<file path="config.mk">
export PLATFORM = sky130hd
export DESIGN_NAME = ras_stack_ctrl_flat
export DESIGN_NICKNAME = d
export VERILOG_FILES = /design/src/rtl/ras_stack_ctrl_pkg.sv /design/src/rtl/ras_stack_ctrl_if.sv /design/src/rtl/ras_stack_ctrl_stats.sv /design/src/rtl/ras_stack_ctrl.sv /design/src/flat_wrapper.sv
export SDC_FILE = /design/constraint.sdc
export NUM_CORES = 1
export LEC_CHECK = 0
export CAP_MARGIN = 20
export CORE_ASPECT_RATIO = 1.4
export CORE_MARGIN = 1.5
export CORE_UTILIZATION = 34
export CTS_CLUSTER_DIAMETER = 150
export DETAILED_ROUTE_END_ITERATION = 16
export PLACE_DENSITY = 0.78
export RECOVER_POWER = 25
export SLEW_MARGIN = 5
export SYNTH_ARGS = -nofsm -noshare
export SYNTH_HDL_FRONTEND = slang
export SYNTH_HIERARCHICAL = 1
export SYNTH_SLANG_ARGS = --single-unit
</file>
<file path="constraint.sdc">
create_clock -name clk -period 1.95 [get_ports clk]
set_input_delay 0.195 -clock clk [delete_from_list [all_inputs] [get_ports clk]]
set_output_delay 0.195 -clock clk [all_outputs]
set_load 0.01 [all_outputs]
</file>
<file path="src/rtl/ras_stack_ctrl_pkg.sv">
// Shared types and default sizes for the return-address-stack controller.
// The optional RAS_CTRL_STATS_EN build adds overflow/underflow counters.
package ras_pkg;

   // Controller sequencing: IDLE accepts pops; REFILL captures the BRAM
   // read that restores the registered top-of-stack copy.
   typedef enum logic {
      IDLE   = 1'b0,
      REFILL = 1'b1
   } ras_ctrl_state_e;

   localparam int RAS_DEPTH = 1024;
   localparam int RAS_WIDTH = 32;

endpackage : ras_pkg

</file>
<file path="src/rtl/ras_stack_ctrl_if.sv">
// Front-end side of the RAS controller: push (call), pop (return) and
// checkpoint restore, plus the pointer/count taps used for checkpointing.
interface ras_stack_ctrl_if
   import ras_pkg::*;
#(
   parameter int DEPTH = RAS_DEPTH,
   parameter int WIDTH = RAS_WIDTH
);
   localparam int ADDR = $clog2(DEPTH);

   logic             push_valid;
   logic [WIDTH-1:0] push_addr;
   logic             push_ready;
   logic             pop_valid;
   logic             pop_ready;
   logic [WIDTH-1:0] pop_addr;
   logic             pop_empty;
   logic             restore_valid;
   logic [ADDR-1:0]  restore_sp;
   logic [ADDR:0]    restore_count;
   logic [ADDR-1:0]  sp_o;
   logic [ADDR:0]    count_o;

   // Branch-prediction front end
   modport master (
      output push_valid, push_addr, pop_valid,
             restore_valid, restore_sp, restore_count,
      input  push_ready, pop_ready, pop_addr, pop_empty, sp_o, count_o
   );

   // Stack controller
   modport slave (
      input  push_valid, push_addr, pop_valid,
             restore_valid, restore_sp, restore_count,
      output push_ready, pop_ready, pop_addr, pop_empty, sp_o, count_o
   );

endinterface : ras_stack_ctrl_if

</file>
<file path="src/rtl/ras_stack_ctrl_stats.sv">
// Saturating overflow/underflow event counters for the RAS controller.
// Instantiated only when RAS_CTRL_STATS_EN is defined.
module ras_ctrl_stats (
   input  logic        clk,
   input  logic        rst_n,
   input  logic        ovf_inc,
   input  logic        unf_inc,
   output logic [31:0] ovf_cnt,
   output logic [31:0] unf_cnt
);

   logic [31:0] ovf_cnt_q, ovf_cnt_d;
   logic [31:0] unf_cnt_q, unf_cnt_d;

   function automatic logic [31:0] sat_inc32(input logic [31:0] v);
      return (v == 32'hFFFF_FFFF) ? v : v + 32'd1;
   endfunction

   // Next counter values: bump on each event, holding at all-ones
   always_comb begin
      ovf_cnt_d = ovf_cnt_q;
      unf_cnt_d = unf_cnt_q;
      if (ovf_inc) ovf_cnt_d = sat_inc32(ovf_cnt_q);
      if (unf_inc) unf_cnt_d = sat_inc32(unf_cnt_q);
   end

   // Counter registers
   always_ff @(posedge clk or negedge rst_n) begin
      if (!rst_n) begin
         ovf_cnt_q <= '0;
         unf_cnt_q <= '0;
      end else begin
         ovf_cnt_q <= ovf_cnt_d;
         unf_cnt_q <= unf_cnt_d;
      end
   end

   assign ovf_cnt = ovf_cnt_q;
   assign unf_cnt = unf_cnt_q;

endmodule : ras_ctrl_stats

</file>
<file path="src/rtl/ras_stack_ctrl.sv">
// Return-address-stack sequencer: turns push/pop/restore requests into
// ras_bram accesses, keeping sp, occupancy and a registered TOS copy so a
// pop answers in its handshake cycle. Port A only writes, port B only reads.
// Optional macro RAS_CTRL_STATS_EN adds ovf_cnt/unf_cnt outputs.
module ras_stack_ctrl
   import ras_pkg::*;
#(
   parameter int DEPTH = RAS_DEPTH,
   parameter int WIDTH = RAS_WIDTH
) (
   input  logic                     clk,
   input  logic                     rst_n,
   ras_stack_ctrl_if.slave          bus,
   output logic                     bram_rea,
   output logic                     bram_wea,
   output logic                     bram_reb,
   output logic                     bram_web,
   output logic [$clog2(DEPTH)-1:0] bram_raddra,
   output logic [$clog2(DEPTH)-1:0] bram_waddra,
   output logic [$clog2(DEPTH)-1:0] bram_raddrb,
   output logic [$clog2(DEPTH)-1:0] bram_waddrb,
   output logic [WIDTH-1:0]         bram_wia,
   output logic [WIDTH-1:0]         bram_wib,
   input  logic [WIDTH-1:0]         bram_doa,
   input  logic [WIDTH-1:0]         bram_dob
`ifdef RAS_CTRL_STATS_EN
   ,
   output logic [31:0]              ovf_cnt,
   output logic [31:0]              unf_cnt
`endif
);
   localparam int ADDR = $clog2(DEPTH);
   localparam logic [ADDR:0] FULL = DEPTH[ADDR:0];

   ras_ctrl_state_e  state_q, state_d;
   logic [ADDR-1:0]  sp_q, sp_d;
   logic [ADDR:0]    count_q, count_d;
   logic [WIDTH-1:0] tos_q, tos_d;

   logic push_fire;
   logic pop_fire;
   logic pop_take;
   logic unused_doa;

   // Port A is write-only, so its read data is never consumed.
   assign unused_doa = ^bram_doa;

   function automatic logic [ADDR:0] count_sat_inc(input logic [ADDR:0] c);
      return (c == FULL) ? c : c + 1'b1;
   endfunction

   assign bus.push_ready = !bus.restore_valid;
   assign bus.pop_ready  = !bus.restore_valid && (state_q == IDLE);
   assign bus.pop_addr   = tos_q;
   assign bus.pop_empty  = (count_q == '0);
   assign bus.sp_o       = sp_q;
   assign bus.count_o    = count_q;

   assign push_fire = bus.push_valid && bus.push_ready;
   assign pop_fire  = bus.pop_valid && bus.pop_ready;
   assign pop_take  = pop_fire && !bus.pop_empty;

   // Next-state, pointer/count/TOS update and BRAM port drive
   always_comb begin
      state_d     = state_q;
      sp_d        = sp_q;
      count_d     = count_q;
      tos_d       = tos_q;
      bram_rea    = 1'b0;
      bram_raddra = '0;
      bram_wea    = 1'b0;
      bram_waddra = '0;
      bram_wia    = '0;
      bram_reb    = 1'b0;
      bram_raddrb = '0;
      bram_web    = 1'b0;
      bram_waddrb = '0;
      bram_wib    = '0;

      if (bus.restore_valid) begin
         // Checkpoint wins over everything, including a pending refill.
         sp_d    = bus.restore_sp;
         count_d = bus.restore_count;
         state_d = IDLE;
         if (bus.restore_count != '0) begin
            bram_reb    = 1'b1;
            bram_raddrb = bus.restore_sp - 1'b1;
            state_d     = REFILL;
         end
      end else begin
         // Capture the read issued last cycle; a push below overrides it.
         if (state_q == REFILL) begin
            tos_d   = bram_dob;
            state_d = IDLE;
         end

         if (push_fire && pop_take) begin
            // Call and return together: replace the top entry in place.
            bram_wea    = 1'b1;
            bram_waddra = sp_q - 1'b1;
            bram_wia    = bus.push_addr;
            tos_d       = bus.push_addr;
         end else if (push_fire) begin
            // Full stack wraps and overwrites the oldest entry.
            bram_wea    = 1'b1;
            bram_waddra = sp_q;
            bram_wia    = bus.push_addr;
            tos_d       = bus.push_addr;
            sp_d        = sp_q + 1'b1;
            count_d     = count_sat_inc(count_q);
            state_d     = IDLE;
         end else if (pop_take) begin
            sp_d    = sp_q - 1'b1;
            count_d = count_q - 1'b1;
            if (count_q > 1) begin
               bram_reb    = 1'b1;
               bram_raddrb = sp_q - ADDR'(2);
               state_d     = REFILL;
            end
         end
      end
   end

   // Control and TOS registers
   always_ff @(posedge clk or negedge rst_n) begin
      if (!rst_n) begin
         state_q <= IDLE;
         sp_q    <= '0;
         count_q <= '0;
         tos_q   <= '0;
      end else begin
         state_q <= state_d;
         sp_q    <= sp_d;
         count_q <= count_d;
         tos_q   <= tos_d;
      end
   end

`ifdef RAS_CTRL_STATS_EN
   ras_ctrl_stats u_stats (
      .clk     (clk),
      .rst_n   (rst_n),
      .ovf_inc (push_fire && (count_q == FULL)),
      .unf_inc (pop_fire && bus.pop_empty),
      .ovf_cnt (ovf_cnt),
      .unf_cnt (unf_cnt)
   );
`endif

endmodule : ras_stack_ctrl
</file>
<file path="src/flat_wrapper.sv">
// flat-port wrapper written by rule: the top's interface ports become plain ports
module ras_stack_ctrl_flat import ras_pkg::*;
#(
   parameter int DEPTH = RAS_DEPTH,
   parameter int WIDTH = RAS_WIDTH
)
  (clk, rst_n, bram_rea, bram_wea, bram_reb, bram_web, bram_raddra, bram_waddra, bram_raddrb, bram_waddrb, bram_wia, bram_wib, bram_doa, bram_dob, bus_push_valid, bus_push_addr, bus_pop_valid, bus_restore_valid, bus_restore_sp, bus_restore_count, bus_push_ready, bus_pop_ready, bus_pop_addr, bus_pop_empty, bus_sp_o, bus_count_o);
  ras_stack_ctrl_if #(.DEPTH(DEPTH), .WIDTH(WIDTH)) bus_i ();
  input  logic clk;
  input  logic rst_n;
  output logic bram_rea;
  output logic bram_wea;
  output logic bram_reb;
  output logic bram_web;
  output logic [$clog2(DEPTH)-1:0] bram_raddra;
  output logic [$clog2(DEPTH)-1:0] bram_waddra;
  output logic [$clog2(DEPTH)-1:0] bram_raddrb;
  output logic [$clog2(DEPTH)-1:0] bram_waddrb;
  output logic [WIDTH-1:0] bram_wia;
  output logic [WIDTH-1:0] bram_wib;
  input  logic [WIDTH-1:0] bram_doa;
  input  logic [WIDTH-1:0] bram_dob;
  input wire logic [$bits(bus_i.push_valid)-1:0] bus_push_valid;
  input wire logic [$bits(bus_i.push_addr)-1:0] bus_push_addr;
  input wire logic [$bits(bus_i.pop_valid)-1:0] bus_pop_valid;
  input wire logic [$bits(bus_i.restore_valid)-1:0] bus_restore_valid;
  input wire logic [$bits(bus_i.restore_sp)-1:0] bus_restore_sp;
  input wire logic [$bits(bus_i.restore_count)-1:0] bus_restore_count;
  output wire logic [$bits(bus_i.push_ready)-1:0] bus_push_ready;
  output wire logic [$bits(bus_i.pop_ready)-1:0] bus_pop_ready;
  output wire logic [$bits(bus_i.pop_addr)-1:0] bus_pop_addr;
  output wire logic [$bits(bus_i.pop_empty)-1:0] bus_pop_empty;
  output wire logic [$bits(bus_i.sp_o)-1:0] bus_sp_o;
  output wire logic [$bits(bus_i.count_o)-1:0] bus_count_o;
  assign bus_i.push_valid = bus_push_valid;
  assign bus_i.push_addr = bus_push_addr;
  assign bus_i.pop_valid = bus_pop_valid;
  assign bus_i.restore_valid = bus_restore_valid;
  assign bus_i.restore_sp = bus_restore_sp;
  assign bus_i.restore_count = bus_restore_count;
  assign bus_push_ready = bus_i.push_ready;
  assign bus_pop_ready = bus_i.pop_ready;
  assign bus_pop_addr = bus_i.pop_addr;
  assign bus_pop_empty = bus_i.pop_empty;
  assign bus_sp_o = bus_i.sp_o;
  assign bus_count_o = bus_i.count_o;
  ras_stack_ctrl #(.DEPTH(DEPTH), .WIDTH(WIDTH)) u_core (.clk(clk), .rst_n(rst_n), .bus(bus_i), .bram_rea(bram_rea), .bram_wea(bram_wea), .bram_reb(bram_reb), .bram_web(bram_web), .bram_raddra(bram_raddra), .bram_waddra(bram_waddra), .bram_raddrb(bram_raddrb), .bram_waddrb(bram_waddrb), .bram_wia(bram_wia), .bram_wib(bram_wib), .bram_doa(bram_doa), .bram_dob(bram_dob));
endmodule
</file>
==> results of run 1 <==
[cell type report]
cell class | count | area, µm²
well taps | 153 | 191
clock inverters | 3 | 45.0
flip-flops and latches | 54 | 1360
fillers | 1104 | 4830
repair inverters | 3 | 33.8
multi-input cells | 446 | 3020
repair buffers | 353 | 3140
inverters | 16 | 68.8
clock buffers | 5 | 125
[worst paths after layout]
check,end,slack (ns)
max,bram_raddrb[2],-0.66
min,u_core/bus.pop_addr[22]$_DFFE_PN0P_,0.48
max reg2reg,u_core/bus.count_o[7]$_DFFE_PN0P_,-0.44
min reg2reg,u_core/bus.pop_addr[22]$_DFFE_PN0P_,0.48
max in group asynchronous,u_core/bus.pop_addr[1]$_DFFE_PN0P_,0.25
min in group asynchronous,u_core/state_q$_DFF_PN0_,0.61
[power groups by stage]
stage,registers [mW],clock network [mW],logic [mW]
after global placement,1.38,0,2.03
after CTS,1.37,1.07,2.13
final,1.37,1.05,2.22
after detailed placement,1.39,0,2.04
after global routing,1.39,1.13,2.37
after floorplan,1.50,0,0.857
[tightest hold or removal path, cell delays in order (launching register included)]
cell and delay [ns]:
dfrtp_1 0.34, nand2_1 0.04, o21ai_0 0.06
[sequential cells by signal, summed over array words and instances (netlist names)]
| name | count |
|---|---|
| u_core/bus.count_o | 11 |
| u_core/bus.pop_addr | 32 |
| u_core/bus.sp_o | 10 |
| u_core/state_q | 1 |
[repair_timing]
item | 4_1_cts | 5_1_grt
cloned | 5 | 0
resized for setup | 170 | 35
setup endpoints to repair | 76 | 45
hold buffers | 1 | 0
setup buffers | 19 | 7
pin swaps | 15 | 15
endpoints found under the hold margin | 15 | 0
[kinds of logic (layout without fill, tap and decap cells)]
| group | count (synthesis) | count (layout) | share of synthesized area (%) |
|---|---|---|---|
| adders and majority gates | 10 | 10 | 2.81 |
| and+or+nand+nor | 194 | 195 | 22.4 |
| xor gates and xnor gates | 31 | 31 | 6.94 |
| muxes | 4 | 4 | 0.899 |
| DFF | 54 | 54 | 30.3 |
| other | 1 | 54 | 0.0842 |
| buffers and inverters | 105 | 380 | 14.2 |
| AOI/OAI and AO/OA | 152 | 152 | 22.4 |
[synth_stat cells (5+ instances only)]
library cell | number | share of area [%]
nand2_1 | 70 | 5.9
buf_4 | 56 | 9.4
dfrtp_1 | 54 | 30
o21ai_0 | 44 | 4.9
a21oi_1 | 39 | 4.4
and2_1 | 39 | 5.5
nor2_1 | 24 | 2.0
clkbuf_1 | 23 | 1.9
nand3_1 | 17 | 1.9
xnor2_1 | 17 | 3.3
inv_1 | 13 | 1.1
xor2_1 | 12 | 2.4
ha_1 | 10 | 2.8
nor3_1 | 10 | 1.1
o22ai_1 | 9 | 1.3
a2111oi_0 | 5 | 0.98
a211o_1 | 5 | 0.98
a31o_2 | 5 | 0.98
buf_2 | 5 | 0.56
nand2b_1 | 5 | 0.70
nor4_1 | 5 | 0.70
[per-layer routing]
metal,share of wire [%],up-vias,track usage (%)
met2,52,290,46.2
met5,0.23,-,0
met1,35,2462,26.6
met4,4.7,6,12.2
li1,-,2492,-
met3,8.0,60,5.51
==> results.ini, run 1 <==
[routing]
num_vias=5310
antenna_left=0
dr.first_iter.drc_count=208
drt_pass1_iterations=4
totalWireLength_mm=17.9
routedWlPerCell_um=17.3
drc=0
vias_per_cell=5.14

[critical_path]
cp_top_family=compound AO/OA/AOI/OAI gates
path_cells=or3_4 > o41a_4 > o211ai_1 > buf_4 > buf_6 > o22ai_2 > buf_2
crit_cells=7
crit_required_ns=1.75
max_stage_delay_ns=0.49
crit_path_start=u_core/bus.count_o[3]$_DFFE_PN0P_
path_buf_inv=3
cp_max_fo=3
worst_setup_path_end_kind=output port
start_kind=register
critPathSlowestCell=o41a_4
ff2ff_path_depth=8
reg2reg_from=u_core/bus.count_o[3]$_DFFE_PN0P_
crit_arrival_ns=2.42
criticalPathCategory=register to output port

[power]
seq_power_share_pct=29.5
comb_power_share_pct=47.8
total_power_mw=4.64
clockPowerShare_pct=22.7
power.switching_mw=1.62
irDropWorstVdd_v=0.000444
p_leak_nw=3.57
internal_power_mw=3.02
powerDensity_nw_per_um2=582
swShare_pct=34.8

[die]
core_area_um2=12800
num_rows=49
start_util_pct=34.8
die_w_um=99.8
die_h_um=138
dieArea_um2=13800
pin_count=286

[clocking]
clock_latency_ns=0.31
clk_pin_slew_ns=0.08
numCtsBuffers=5
htreeDepth=2
cts-root-buf=clkbuf_16
cts_buffer_depth=2
clkSinkCount=54
cts_tree=built

[cells_and_area]
layoutNonFillerInstCount=1033
fin_util_pct=62.3
drive_above_1_share_pct=29.8
fin_nets=1011
syn2layout_area_growth_pct=79.1
fin_area_um2=7980
layout_commonest_cell=clkdlybuf4s50_1
antenna_cells=0
final_cell_mix=clkdlybuf4s50_1, buf_4, nand2_1

[place]
dp.cells=993
numPortBuffers=199
dp_hpwl_mm=12.9
dp_slack_ns=-0.594
gp_congestion=0.948
placedInstanceArea_um2=7340

[global_routing]
grt_overflow=0
grt_pass1_wl_mm=27.3
grt_max_degree=33
antenna_found_initial=3
grtUsageTotal_pct=25.1
grt_pass1_vias=5307

[synth]
syn_inst=551
synth.distinct_cells=68
seq_area_frac_synth_pct=30.3
avgSynthCellArea_um2=8.09
synth_edf_count=0
syn_area_um2=4460
synthFlopType=dfrtp_1
synthArstFlopShare_pct=100
synth_warnings=6
ys_seq_elements=54

[outcome]
outcome=finished with violations
violations=setup timing

[worst_hold_path]
whs_path_depth=2
hold_path_class=register to register
min_from=u_core/bus.pop_addr[22]$_DFFE_PN0P_

[sta]
setup_tns_ns=-17.71
layout_min_cycle_time_ns=2.61
worst_pin_slew_ns=1.12
hold_viol=0
fin_crit_sh_pct=134
whs_ns=0.482
finClkSkew_ns=0.0142
layout_setup_ws_ns=-0.664
drv_slew=0
rsz0062_at_grt=yes
fmax_mhz=383
slew_headroom_pct=25.6
final-setup-viol-count=43

[job]
cap_violations=0

(Power assumes the default switching activity.)
==> run 2: changes to the inputs <==
--- a/config.mk
+++ b/config.mk
@@ -12,7 +12,6 @@
 export CTS_CLUSTER_DIAMETER = 150
 export DETAILED_ROUTE_END_ITERATION = 16
 export PLACE_DENSITY = 0.78
-export RECOVER_POWER = 25
 export SLEW_MARGIN = 5
 export SYNTH_ARGS = -nofsm -noshare
 export SYNTH_HDL_FRONTEND = slang
==> constraint.sdc (replaced) <==
create_clock -name clk -period 2.2 [get_ports clk]
set_input_delay 0.22 -clock clk [delete_from_list [all_inputs] [get_ports clk]]
set_output_delay 0.22 -clock clk [all_outputs]
set_load 0.01 [all_outputs]
==> run 2 against run 1 <==
Against the previous run: critical path type unchanged; the flow still finishes with violations (setup timing); die area unchanged; critical endpoint is now bram_raddrb[4]; hold slack worse by 0.0036 ns; sequential power down 12%; final cell count down 1.6%.
==> results.ini, run 2 (synthesized netlist as in run 1, its figures left out) <==
[critical_path]
worst_setup_path_end_kind=output port
cp_top_family=compound AO/OA/AOI/OAI gates
crit_required_ns=1.98
criticalPathCategory=register to output port
critPathSlowestCell=o41a_4
crit_arrival_ns=2.42
start_kind=register
path_buf_inv=3
path_cells=or3_4 > o41a_4 > o211ai_1 > buf_4 > buf_6 > o22ai_1 > buf_2
cp_max_fo=4
max_stage_delay_ns=0.50

[global_routing]
grt_max_degree=47
grt_pass1_vias=4976
antenna_found_initial=5
grtUsageTotal_pct=23.7
grt_overflow=0
grt_pass1_wl_mm=25.8

[worst_hold_path]
hold_path_class=register to register

[routing]
drt_pass1_iterations=5
vias_per_cell=5.22
dr.first_iter.drc_count=379
totalWireLength_mm=17.7
num_vias=5305
routedWlPerCell_um=17.5
drc=0
antenna_left=0

[place]
dp_slack_ns=-0.582
placedInstanceArea_um2=7140
numPortBuffers=199
dp_hpwl_mm=13.0
gp_congestion=0.942

[cells_and_area]
fin_nets=991
fin_area_um2=7780
syn2layout_area_growth_pct=74.7
fin_util_pct=60.7
largest_reg_flops=32
drive_above_1_share_pct=26.5
final_cell_mix=clkdlybuf4s50_1, buf_4, nand2_1
fillCellCount=1087
layout_commonest_cell=clkdlybuf4s50_1

[sta]
slew_headroom_pct=53.0
layout_min_cycle_time_ns=2.64
setup_tns_ns=-12.30
fin_crit_sh_pct=120
worst_pin_slew_ns=0.705
drv_slew=0
finClkSkew_ns=0.0105
rsz0062_at_grt=yes
fmax_mhz=379
final-setup-viol-count=41
whs_ns=0.479
layout_setup_ws_ns=-0.437
hold_viol=0

[clocking]
cts-root-buf=clkbuf_16
clkSinkCount=54
numCtsBuffers=5
clk_pin_slew_ns=0.08
htreeDepth=2
clock_latency_ns=0.30
cts_buffer_depth=2
cts_tree=built

[power]
powerDensity_nw_per_um2=513
irDropWorstVdd_v=0.000375
p_leak_nw=3.36

[die]
pin_count=286
num_rows=49
core_area_um2=12800
die_h_um=138
dieArea_um2=13800
start_util_pct=34.8
die_w_um=99.8

[outcome]
violations=setup timing
outcome=finished with violations

[job]
cap_violations=0

-- run 2: changes by cell type in the layout (fill, tap and decap cells not counted), sizes merged --
cell,delta
clkdlybuf4s50,+29
inv,-2
dlygate4sd2,-29
diode,+3
clkinvlp,-2
bufinv,-1
clkbuf,+1
buf,-16
-- run 2: final timing paths --
path | from | endpoint | slack [ns] | depth (start not counted)
worst max-delay path | u_core/bus.count_o[2]$_DFFE_PN0P_ | bram_raddrb[4] | -0.44 | 7
worst min-delay path | u_core/bus.pop_addr[12]$_DFFE_PN0P_ | u_core/bus.pop_addr[12]$_DFFE_PN0P_ | 0.48 | 2
worst max register to register | u_core/bus.count_o[2]$_DFFE_PN0P_ | u_core/bus.count_o[9]$_DFFE_PN0P_ | -0.39 | 10
worst min register to register | u_core/bus.pop_addr[12]$_DFFE_PN0P_ | u_core/bus.pop_addr[12]$_DFFE_PN0P_ | 0.48 | 2
max in group asynchronous | rst_n | u_core/bus.pop_addr[31]$_DFFE_PN0P_ | 1.08 | 3
min in group asynchronous | rst_n | u_core/bus.count_o[1]$_DFFE_PN0P_ | 0.50 | 2
-- run 2: timing repair --
| action | CTS | global route |
|---|---|---|
| hold buffers | 1 | 0 |
| gates resized for setup | 135 | 34 |
| hold endpoints to repair | 28 | 0 |
| endpoints found under the setup margin | 43 | 43 |
| pin swaps | 29 | 17 |
| gates cloned | 3 | 0 |
| buffers inserted | 23 | 10 |
-- run 2: metal layers --
layer  vias to the layer above  wire (µm)  global-route usage [%]
met4                         4        959                    10.2
li1                       2456          -                       -
met3                        70       1830                    8.14
met5                         -         31                       0
met2                       342       8980                    44.1
met1                      2433       5940                    23.2
-- run 2: cell type report --
class                      instances  area (µm²)  area share, %
tap                              153         191           2.46
sequential                        54        1350           17.4
clock buffer                       7         153           1.96
multi-input combinational        446        2920           37.6
timing repair buffer             336        3090           39.6
antenna                            3        7.51         0.0964
clock inverter                     1        8.76          0.113
inverter                          16        60.1          0.772
-- run 2: report_power, final --
part           switching [mW]  internal, mW
combinational           0.930         0.993
clock                   0.371         0.487
sequential             0.0810          1.13
-- run 2: worst reg2reg max path: cells and delay by family (launching register included) --
family / cells / cell delay (ns)
buffers and inverters: 5 / 0.71
and+or+nand+nor: 1 / 0.43
xor gates and xnor gates: 1 / 0.25
AOI/OAI and AO/OA: 3 / 0.71
DFF: 1 / 0.38
-- run 2: stage by stage --
stage	cells	power [mW]
after CTS	1007	3.94
after floorplan	604	2.06
final	1016	3.99
after detailed placement	972	2.99
after global placement	972	2.97
after global routing	1014	4.20
==> edit 1, RTL diff (config.mk and constraints of run 1) <==
Reset style: synchronous (`rst_n`), changed in one clocked block.
--- a/src/rtl/ras_stack_ctrl.sv
+++ b/src/rtl/ras_stack_ctrl.sv
@@ -122,7 +122,7 @@
    end
 
    // Control and TOS registers
-   always_ff @(posedge clk or negedge rst_n) begin
+   always_ff @(posedge clk) begin
       if (!rst_n) begin
          state_q <= IDLE;
          sp_q    <= '0;
Formal check against the unedited RTL: differs if rst_n is asserted again (counterexample within 4 cycles, from zero or initial values and one cycle with rst_n low); with rst_n held inactive, the same outputs for 4 cycles.
==> edit 1 against run 1 <==
The run still ends with negative setup slack left; count of clock-buffer cells in the layout up 2; critical path type unchanged; area after synthesis is 3.2% lower; cell area down 1.6%; synthesized cell count grew 5.8%; final cell count up 2.7%; routed wire length is 4.8% higher; setup slack gained 0.40 ns; power fell by 0.74%; sequential cell count unchanged; sequential share of layout area shrank 3.0 points; via count grew 8.1%.
==> edit 1: results (changes against run 1) <==
synthesis:
  async_flop_share_pct: 0  # -100 points
  synth_commonest_cells: "a21oi_1, buf_4, dfxtp_1"
  ys_types: 62  # -8.8%
  synth.top_cell.area_share_pct: 25.06  # -5.3 points
  synth_seq_area_share_pct: 25.06  # -5.3 points
  yosysWarnings: 6  # unchanged
  ys_top_cells_by_area: "dfxtp_1, buf_4, a21oi_1"
global_routing:
  grt_max_degree: 39  # +18%
  grt_pass1_wl_mm: 27.68  # +1.3%
  grt_pass1_vias: 5365  # +1.1%
  antenna_found_initial: 0  # -3
  grt_use_total_pct: 25.98  # +0.83 points
clock_network:
  cts_root_buffer: "clkbuf_16"
  clkTransAtPathRegs_ns: 0.08  # about the same
  clockBufferDepth: 2  # unchanged
  cts_made_buffers: 5  # unchanged
  cts_max_level: 2  # unchanged
  clk-insertion-delay-late_ns: 0.30
setup_path:
  cp.arrival_ns: 2.02  # -0.40 ns
  reg2reg_to: "u_core/bus.count_o[7]"
  cp_max_fo: 4  # +1
  reg2reg_slack_ns: -0.26  # +0.18 ns
  worstSetupStartpoint: "u_core/bus.count_o[6]"
  endpoint: "bram_raddrb[6]"
  worstRegToRegCells: 11  # +3
layout:
  fin_nets: 1042  # +3.1%
  drive_gt1_share_pct: 29.09  # -0.68 points
  nFillCells: 1026  # -7.1%
  largest_reg_flops: 32  # unchanged
  antenna_cells: 0  # unchanged
power_and_ir_drop:
  leakage_uw: 0.003263  # -8.6%
  ir_drop_mv: 0.3300  # -26%
routing:
  num_vias: 5738  # +8.1%
  routed-wl-met2_mm: 9.360  # +1.4%
  dr_wl_met3_mm: 1.767  # +24%
  highest_layer: "met4"
  drt_first_pass_iters: 5  # +1
  wl_per_cell_um: 17.65  # +2.1%
  drt-met1-wl_mm: 6.674  # +5.3%
  dr.first_iter.drc_count: 414  # +99%
worst_hold_path:
  holdCritStartpoint: "rst_n"
  min_path_type: "in2reg"
outcome:
  violations: "negative setup slack"
  status: "finished, violations left"
timing:
  fin_ws_ns: -0.2663  # +0.3976 ns
  setup_violations: 39  # -9.3%
  fin_skew_ns: 0.01318  # -0.0009843 ns
  max_slew_margin_pct: 60.35  # +35 points
place:
  dp_hpwl_mm: 13.25  # +2.9%
  place_area_sq_um: 7187  # -2.1%
  gp_congestion: 0.9575  # +1.0%
  io_buffers: 199  # unchanged
-- edit 1: cells by family (layout without fill, tap and decap cells) --
group                      count (synthesis)  count (layout)  share of synthesized area [%]
DFF                                       54              54                          25.06
xor gates and xnor gates                  25              25                          5.075
and+or+nand+nor                          184             184                          22.85
AOI/OAI and AO/OA                        193             193                          28.22
muxes                                      5               5                          1.218
adders and majority gates                 10              10                          2.900
other                                      1              54                        0.08692
buffers and inverters                    111             386                          14.59
-- edit 1: worst max-delay path, cell delays in order (launching register included) --
cell and delay (ns):
dfxtp_2 0.33, buf_6 0.11, nor4_4 0.24, buf_4 0.19
nand2_4 0.07, o31ai_4 0.29, buf_6 0.17, buf_6 0.10
o22ai_1 0.06, buf_2 0.15
-- edit 1: worst min-delay path by stage --
stage,slack [ns],to,cells past startpoint
final,0.38,u_core/state_q,3
after global routing,0.39,u_core/state_q,3
after CTS,0.35,u_core/state_q,3
after detailed placement,0.52,u_core/bus.pop_addr[19],2
after global placement,0.51,u_core/bus.pop_addr[27],2
after floorplan,0.34,u_core/bus.sp_o[4],2
-- edit 1: routing by layer --
metal | vias up | track usage, %
li1 | 2659 | -
met1 | 2625 | 28.69
met2 | 385 | 46.55
met3 | 69 | 5.296
met4 | 0 | 14.01
met5 | - | 0
-- edit 1: final cells by class --
cell class | instances | area [sq um] | area share, %
repair buffers | 363 | 3199 | 40.76
multi-input cells | 471 | 3143 | 40.04
flip-flops and latches | 54 | 1099 | 14.00
well taps | 150 | 187.7 | 2.391
clock buffers | 7 | 152.6 | 1.945
inverters | 15 | 58.81 | 0.7492
clock inverters | 1 | 8.758 | 0.1116
-- edit 1: stage by stage --
stage,setup TNS [ns],worst slack (ns),power (uW),instances
detailed placement,-14.70,-0.5154,3276,1022
global placement,-14.87,-0.5154,3260,1022
finish,-7.001,-0.2663,4607,1061
global route,-9.229,-0.3208,4833,1061
CTS,-5.218,-0.2461,4447,1051
floorplan,0,0.003176,2262,636
-- edit 1: timing repair --
| item | CTS | global route |
|---|---|---|
| endpoints found under the setup margin | 72 | 48 |
| cloned | 2 | 0 |
| buffers inserted | 19 | 10 |
| pin swaps | 25 | 29 |
| hold endpoints to repair | 0 | 0 |
| resized for setup | 144 | 46 |
-- edit 1: report_power, final --
group / total, uW / switching, uW / internal, uW
logic: 2350 / 1130 / 1220
registers: 1280 / 75.4 / 1210
clock network: 971 / 421 / 550
total: 4610 / 1630 / 2980
==> edit 2, RTL diff (flow settings as in run 1) <==
Made on the original files. Change the package constant `RAS_DEPTH` from 1024 to 512.
--- a/src/rtl/ras_stack_ctrl_pkg.sv
+++ b/src/rtl/ras_stack_ctrl_pkg.sv
@@ -9,7 +9,7 @@
       REFILL = 1'b1
    } ras_ctrl_state_e;
 
-   localparam int RAS_DEPTH = 1024;
+   localparam int RAS_DEPTH = 512;
    localparam int RAS_WIDTH = 32;
 
 endpackage : ras_pkg
Ports: changed (8 resized); port bits go from 286 to 278. The function was not compared with the original's and may differ.
==> edit 2 against run 1 <==
The run still ends with negative setup slack left; routed wire length down 12%; power is 12% lower; cell area decreased by 10%; combinational power shrank 16%; setup slack gained 0.090 ns; area after synthesis decreased by 9.9%; largest power group unchanged; largest cell class unchanged; count of clock-buffer cells in the layout unchanged; sequential power shrank 5%; sequential cell count fell by 2; clock power down 13%.
==> edit 2: results (changes against run 1) <==
global_routing:
  grt_max_degree: 51  # +55%
  grt_pass1_wl_mm: 23.80  # -13%
  antenna_found_initial: 0  # -3
setup_path:
  reg2reg_slack_ns: -0.52  # -0.08 ns
  r2r_start: "u_core/bus.count_o[8]"
  cp_top_family: "simple AND/OR/NAND/NOR gates"
  worstRegToRegCells: 8  # unchanged
  reg2reg_to: "u_core/bus.count_o[1]"
  critPathMaxStageDelay_ns: 0.54  # +0.05 ns
  cp.arrival_ns: 2.33  # -0.09 ns
routing:
  num_vias: 4701  # -11%
  highest_layer: "met4"
  wl_per_cell_um: 16.66  # -3.6%
  drt_first_pass_iters: 5  # +1
  drt-met1-wl_mm: 5.821  # -8.1%
timing:
  fin_ws_ns: -0.5742  # +0.08964 ns
  max_slew_margin_pct: 43.06  # +17 points
  setup_violations: 56  # +30%
  fin_skew_ns: 0.007368  # -0.006796 ns
  setup-tns-final_ns: -18.78  # -1.071 ns
synthesis:
  synthAdderAreaFrac_pct: 3.118  # +0.31 points
  synth_seq_area_share_pct: 32.43  # +2.1 points
  ys_top_cells_by_area: "dfrtp_1, buf_4, nand2_1"
  synth_xor_area_share_pct: 6.548  # -0.39 points
  synth_commonest_cells: "nand2_1, buf_4, dfrtp_1"
  ys_types: 53  # -22%
  synth-compound-area-share_pct: 18.65  # -3.7 points
  synth_mux_area_share_pct: 2.027  # +1.1 points
power_and_ir_drop:
  internal-power_uw: 2674  # -12%
  ir_drop_mv: 0.3841  # -14%
  leakage_uw: 0.003236  # -9.4%
outcome:
  violations: "negative setup slack"
  status: "finished, violations left"
layout:
  drive_gt1_share_pct: 24.91  # -4.9 points
  fin_nets: 928  # -8.2%
worst_hold_path:
  min_to: "u_core/bus.pop_addr[18]"
  holdCritStartpoint: "u_core/bus.pop_addr[18]"
place:
  gp_congestion: 0.9451  # -0.27%
  dp_hpwl_mm: 11.83  # -8.0%
  io_buffers: 193  # -3.0%
clock_network:
  clk-insertion-delay-late_ns: 0.30
[edit 2: cell count changes after synthesis, sizes merged, moves of 6 or more]
cell and delta:
nor2 +6, a2111oi -6, buf -6, nand2 -14, a31oi +6, a21oi -6
a31o -6, nand3 -7, or3 +9
[edit 2: worst reg2reg max path: cells and delay by family, from the launching register on]
kind,cells,cell delay [ns]
AOI/OAI and AO/OA,3,0.75
buffers and inverters,3,0.48
DFF,1,0.40
muxes,1,0.18
and+or+nand+nor,1,0.54
[edit 2: cell type report]
cell class	count	area, sq um
repair buffers	323	2917
inverters	13	50.05
multi-input cells	403	2566
fillers	943	4229
flip-flops and latches	52	1304
clock inverters	3	25.02
well taps	144	180.2
clock buffers	5	125.1
[edit 2: cell families after synthesis]
group / Yosys count
flip-flops: 52
AO/OA/AOI/OAI: 125
AND/OR/NAND/NOR: 178
XOR/XNOR: 30
other: 1
buffers and inverters: 98
multiplexers: 8
adder cells (fa/ha/maj): 10
[edit 2: worst max path at each step]
stage | start | endpoint | cells past startpoint
global route | u_core/bus.count_o[8] | bram_raddrb[1] | 8
CTS | u_core/bus.count_o[8] | bram_waddra[4] | 7
finish | u_core/bus.count_o[8] | bram_waddra[0] | 7
detailed placement | bus_restore_count[6] | bram_raddrb[3] | 6
global placement | bus_restore_count[6] | bram_raddrb[3] | 6
floorplan | u_core/bus.count_o[8] | u_core/bus.count_o[1] | 7
[edit 2: timing repair]
item / CTS / global route
hold endpoints to repair: 30 / 0
cloned: 3 / 0
hold buffers: 1 / 0
resized for setup: 134 / 38
setup endpoints to repair: 71 / 40
pin swaps: 1 / 8
setup buffers: 5 / 3
[edit 2: through the flow]
stage / instances / area, sq um / util (%) / hold slack (ns) / setup slack (ns)
after floorplan: 553 / 4249 / - / -0.1006 / -0.3535
after global placement: 923 / 6765 / 59.37 / 0.2863 / -0.6179
after detailed placement: 923 / 6765 / 59.37 / 0.3076 / -0.6184
after CTS: 940 / 7018 / 61.58 / 0.4836 / -0.6011
after global routing: 943 / 7167 / 62.89 / 0.5049 / -0.6273
final: 943 / 7167 / 62.89 / 0.4869 / -0.5742
[edit 2: per-layer routing]
| metal | track usage [%] | vias up |
|---|---|---|
| met5 | 0 | - |
| met4 | 9.867 | 0 |
| met3 | 2.720 | 29 |
| met2 | 45.95 | 205 |
| met1 | 26.35 | 2230 |
| li1 | - | 2237 |
[edit 2: power groups by stage]
stage | sequential (uW) | clock (uW) | combinational [uW]
2_1_floorplan | 1410 | 0 | 703
3_3_place_gp | 1310 | 0 | 1730
3_5_place_dp | 1320 | 0 | 1760
4_1_cts | 1300 | 939 | 1790
5_1_grt | 1320 | 986 | 1990
6_report | 1300 | 910 | 1860
